## src/rtl/serial_adder_pkg.sv

```systemverilog
// Shared types and constants for the digit-serial adder.
// The state enum and digit width are used by the controller; cnt_width sizes its digit counter.
package serial_adder_pkg;

  localparam int DIGIT_W = 2;

  typedef enum logic [1:0] {
    ST_IDLE = 2'd0,
    ST_RUN  = 2'd1,
    ST_DONE = 2'd2
  } state_t;

  // Counter width for WIDTH/DIGIT_W digits, never narrower than one bit.
  function automatic int cnt_width(input int width);
    int n;
    n = $clog2(width / DIGIT_W);
    return (n < 1) ? 1 : n;
  endfunction

endpackage

```

## src/rtl/two_bit_fac.sv

```systemverilog
// Two-bit full-adder cell: {carry_out, out} = a + b + carry_in.
// Purely combinational; the controller registers everything around it.
module two_bit_fac (
  input  logic [1:0] a,
  input  logic [1:0] b,
  input  logic       carry_in,
  output logic       carry_out,
  output logic [1:0] out
);

  assign {carry_out, out} = {1'b0, a} + {1'b0, b} + {2'b00, carry_in};

endmodule

```

## src/rtl/serial_adder_ctrl.sv

```systemverilog
// Digit-serial adder: captures a, b, carry_in on start and adds them two bits per cycle
// through a single two_bit_fac cell, assembling sum LSB digit first.
module serial_adder_ctrl
  import serial_adder_pkg::*;
#(
  parameter int WIDTH = 8
) (
  input  logic             clk,
  input  logic             reset,
  input  logic             start,
  input  logic [WIDTH-1:0] a,
  input  logic [WIDTH-1:0] b,
  input  logic             carry_in,
  output logic             busy,
  output logic             done,
  output logic [WIDTH-1:0] sum,
  output logic             carry_out
);

  localparam int NDIG = WIDTH / DIGIT_W;
  localparam int CNT_W = cnt_width(WIDTH);
  localparam logic [CNT_W-1:0] LAST_DIG = CNT_W'(NDIG - 1);

  if ((WIDTH < 2) || ((WIDTH % 2) != 0)) begin : g_bad_width
    $error("serial_adder_ctrl: WIDTH must be even and >= 2");
  end

  state_t           r_state;
  logic [WIDTH-1:0] r_a;
  logic [WIDTH-1:0] r_b;
  logic [WIDTH-1:0] r_sum;
  logic [CNT_W-1:0] r_cnt;
  logic             r_carry;
  logic             r_cout;
  logic             r_busy;
  logic             r_done;

  logic [DIGIT_W-1:0] w_a_dig;
  logic [DIGIT_W-1:0] w_b_dig;
  logic [DIGIT_W-1:0] w_out;
  logic               w_carry;

  always_comb begin
    w_a_dig = '0;
    w_b_dig = '0;
    for (int i = 0; i < NDIG; i++) begin
      if (r_cnt == CNT_W'(i)) begin
        w_a_dig = r_a[i*DIGIT_W +: DIGIT_W];
        w_b_dig = r_b[i*DIGIT_W +: DIGIT_W];
      end
    end
  end

  two_bit_fac u_fac (
    .a         (w_a_dig),
    .b         (w_b_dig),
    .carry_in  (r_carry),
    .carry_out (w_carry),
    .out       (w_out)
  );

  // busy/done are registered from the state, so they trail it by one cycle:
  // busy covers the WIDTH/2 digit cycles and done lands at edge WIDTH/2+1.
  always_ff @(posedge clk) begin
    if (reset) begin
      r_state <= ST_IDLE;
      r_a     <= '0;
      r_b     <= '0;
      r_sum   <= '0;
      r_cnt   <= '0;
      r_carry <= 1'b0;
      r_cout  <= 1'b0;
      r_busy  <= 1'b0;
      r_done  <= 1'b0;
    end else begin
      r_busy <= (r_state == ST_RUN);
      r_done <= (r_state == ST_DONE);
      case (r_state)
        ST_IDLE: begin
          if (start) begin
            r_a     <= a;
            r_b     <= b;
            r_carry <= carry_in;
            r_cnt   <= '0;
            r_state <= ST_RUN;
          end
        end
        ST_RUN: begin
          for (int i = 0; i < NDIG; i++) begin
            if (r_cnt == CNT_W'(i)) begin
              r_sum[i*DIGIT_W +: DIGIT_W] <= w_out;
            end
          end
          r_carry <= w_carry;
          // Counter holds on the last digit rather than wrapping.
          if (r_cnt == LAST_DIG) begin
            r_cout  <= w_carry;
            r_state <= ST_DONE;
          end else begin
            r_cnt <= r_cnt + CNT_W'(1);
          end
        end
        ST_DONE: begin
          r_state <= ST_IDLE;
        end
        default: begin
          r_state <= ST_IDLE;
        end
      endcase
    end
  end

  assign busy      = r_busy;
  assign done      = r_done;
  assign sum       = r_sum;
  assign carry_out = r_cout;

endmodule

```

## config.mk

```make
export PLATFORM = sky130hd
export DESIGN_NAME = serial_adder_ctrl
export DESIGN_NICKNAME = d
export VERILOG_FILES = /design/src/rtl/serial_adder_pkg.sv /design/src/rtl/two_bit_fac.sv /design/src/rtl/serial_adder_ctrl.sv
export SDC_FILE = /design/constraint.sdc
export NUM_CORES = 1
export LEC_CHECK = 0
export ABC_AREA = 1
export BUFFER_PORTS_ARGS = -buffer_cell sky130_fd_sc_hd__buf_2
export CORE_ASPECT_RATIO = 1.2
export CORE_MARGIN = 1
export CORE_UTILIZATION = 56
export DETAILED_ROUTE_END_ITERATION = 8
export MAX_ROUTING_LAYER = met4
export PLACE_DENSITY = 0.79
export RECOVER_POWER = 25
export SYNTH_ARGS = -nofsm -noshare
export SYNTH_HDL_FRONTEND = slang
export SYNTH_SLANG_ARGS = --single-unit
```

## constraint.sdc

```tcl
create_clock -name clk -period 3.8 [get_ports clk]
set_input_delay 0.76 -clock clk [delete_from_list [all_inputs] [get_ports clk]]
set_output_delay 0.76 -clock clk [all_outputs]
set_load 0.005 [all_outputs]
```

==> flow_summary.toml <==
[outcome]
outcome = "finished clean"

[routing]
antenna_left = 0
drc = 0
wl_per_cell_um = 11.0
avgViaCountPerCell = 5.05
drt-total-wl_um = 2840
dr.pass1.iters = 4
route.vias.total = 1302
drt_iter0_markers = 31

[clock_tree]
insertion_delay_ps = 330
root_buffer = "clkbuf_4"
postCtsHoldBufs = 0
tritoncts = "built"
postCtsSetupBuffers = 0
postCtsResizedCells = 0
htreeDepth = 2
clk_pin_slew_ps = 90
cts_buffer_depth = 2
clock_sinks = 32
numCtsBuffers = 5

[pwr]
ir_drop_mv = 0.325
seq_power_share = 0.538
switching_share = 0.278
cellLeakagePower_nw = 0.794
comb_power_share = 0.181
clock_power_share = 0.281
switchingPower_mw = 0.192
p_int_mw = 0.499
power_mw = 0.691
power_density_nw_per_um2 = 426

[floorplan]
core_area_um2 = 2330
rows = 19
io_pins = 31
die_w_um = 47.8
initial_core_util = 0.604
dieArea_um2 = 2720
dieHeight_um = 56.9

[critical_path]
worst-path-buf-inv = 2
arrival_ps = 2720
critPathCaptureType = "register"
start_kind = "register"
crit_fanout = 5
crit_type = "reg2reg"
crit_chain = "inv_1, ha_1, inv_1, o21ai_0, a21o_1, nand2_1, fa_1, fa_1, nand2_1, a21oi_1"
crit_family = "adder cells"
crit_slowest_cell = "fa_1"
worstPathRequired_ps = 4060
cpPeakStageDelay_ps = 590

[synth]
ys_seq_area_frac = 0.455
synth_top_area_share = 0.455
synth_cell_types = 19
ys_ff_latch = 32
syn_area_per_cell_um2 = 7.29
yosys.area.top_type = "dfxtp_1"
synth_warnings = 0
syn_area_um2 = 1410
ys_top_cells_by_area = "dfxtp_1 (46%), nor2_1 (17%), o21ai_0 (8.9%)"
syn-num-nets = 219
netlist_instances = 193

[timing]
drv_slew = 0
hold-worst-slack_ps = 473
hold_viol = 0
fin_worst_skew_ps = 3.52
worst_pin_slew_ps = 611
setup_viol = 0
finalCritPeriodShare = 0.645
fmax_ghz = 0.408
setup_tns_ps = 0
max_slew_margin = 0.592
fin_crit_ps = 2450
rsz0062_at_grt = "no"

[global_routing]
grt-ovfl-total = 0
grt_max_degree = 27
grt_pass1_vias = 1113
grt_pass1_wl_um = 4700
antenna_found_initial = 0
grt.total_usage = 0.251

[layout]
n_fill_cell = 219
final_nets = 252
drive_above_1_share = 0.167
seq_area_um2 = 641
fin_util = 0.697
multi_input_area_um2 = 666
antenna-diode-count = 0
syn2layout_area_growth_pct = 15.3
final_common_cell = "nor2_1"
most-common-layout-cells = "nor2_1 (63), dfxtp_1 (32), buf_2 (29)"

[min_path]
hold_path_class = "reg2reg"

[placed_design]
place.gp.congestion = 0.872
port_buffers = 30
dp_hpwl_um = 2190

[flow_run]
maxCapViolCount = 0
-- flip-flops by register name (all words and copies together) (netlist names) --
register / count
carry_out: 1
busy: 1
sum: 8
r_carry: 1
r_b: 8
r_state: 2
done: 1
r_cnt: 2
r_a: 8
-- synth_stat cells --
cell / number
nor2_1: 62
dfxtp_1: 32
o21ai_0: 25
nand2_1: 20
inv_1: 17
a21oi_1: 11
nand3_1: 9
ha_1: 4
clkbuf_1: 2
fa_1: 2
a21o_1: 1
buf_4: 1
buf_6: 1
inv_4: 1
nand2_2: 1
nand2_4: 1
nor2_2: 1
nor2_4: 1
nor3_1: 1
-- per-layer routing --
metal / global-route usage / up-vias / share of wire
met3: 0.106 / 6 / 0.047
met2: 0.380 / 27 / 0.50
li1: - / 674 / -
met4: 0.0595 / 0 / 0.013
met5: - / - / 0
met1: 0.304 / 595 / 0.44
-- kinds of logic (layout without fill, tap and decap cells) --
| logic type | after synthesis | count (layout) | share of synthesized area |
|---|---|---|---|
| buffers and inverters | 22 | 56 | 0.0684 |
| DFF | 32 | 32 | 0.455 |
| and+or+nand+nor | 96 | 96 | 0.279 |
| adders and majority gates | 6 | 6 | 0.0640 |
| AOI/OAI and AO/OA | 37 | 37 | 0.133 |
-- worst min-delay path, stage by stage, from the launching register on --
cell and delay, ps:
dfxtp_1 310, nand2_1 60, a21oi_1 60
-- layout make-up --
cell class                 count  share of cell area
timing repair buffer          30              0.0918
sequential                    32               0.395
tap                           31              0.0239
inverter                      18              0.0432
clock buffer                   8              0.0362
multi-input combinational    139               0.410
-- path summary, 6_finish.rpt --
path / end / slack (ps) / startpoint / depth (start not counted)
hold reg to reg: sum[1]$_SDFFE_PP0P_ / 470 / sum[1]$_SDFFE_PP0P_ / 2
setup / recovery: sum[1]$_SDFFE_PP0P_ / 1350 / r_cnt[0]$_SDFFE_PP0P_ / 10
hold / removal: sum[1]$_SDFFE_PP0P_ / 470 / sum[1]$_SDFFE_PP0P_ / 2
setup reg to reg: sum[1]$_SDFFE_PP0P_ / 1350 / r_cnt[0]$_SDFFE_PP0P_ / 10
-- power groups by stage --
stage,combinational (mW),clock [mW],sequential [mW]
after global placement,0.121,0,0.379
after detailed placement,0.125,0,0.380
after CTS,0.125,0.200,0.372
after global routing,0.145,0.214,0.375
after floorplan,0.0903,0,0.377
final,0.125,0.194,0.372
-- per-stage QoR --
step / area (µm²) / instances / setup slack, ps
floorplan: 1410 / 193 / 1610
global placement: 1570 / 250 / 1500
detailed placement: 1570 / 250 / 1390
CTS: 1630 / 258 / 1370
global route: 1620 / 258 / 1140
finish: 1620 / 258 / 1350
(Power assumes the default switching activity.)
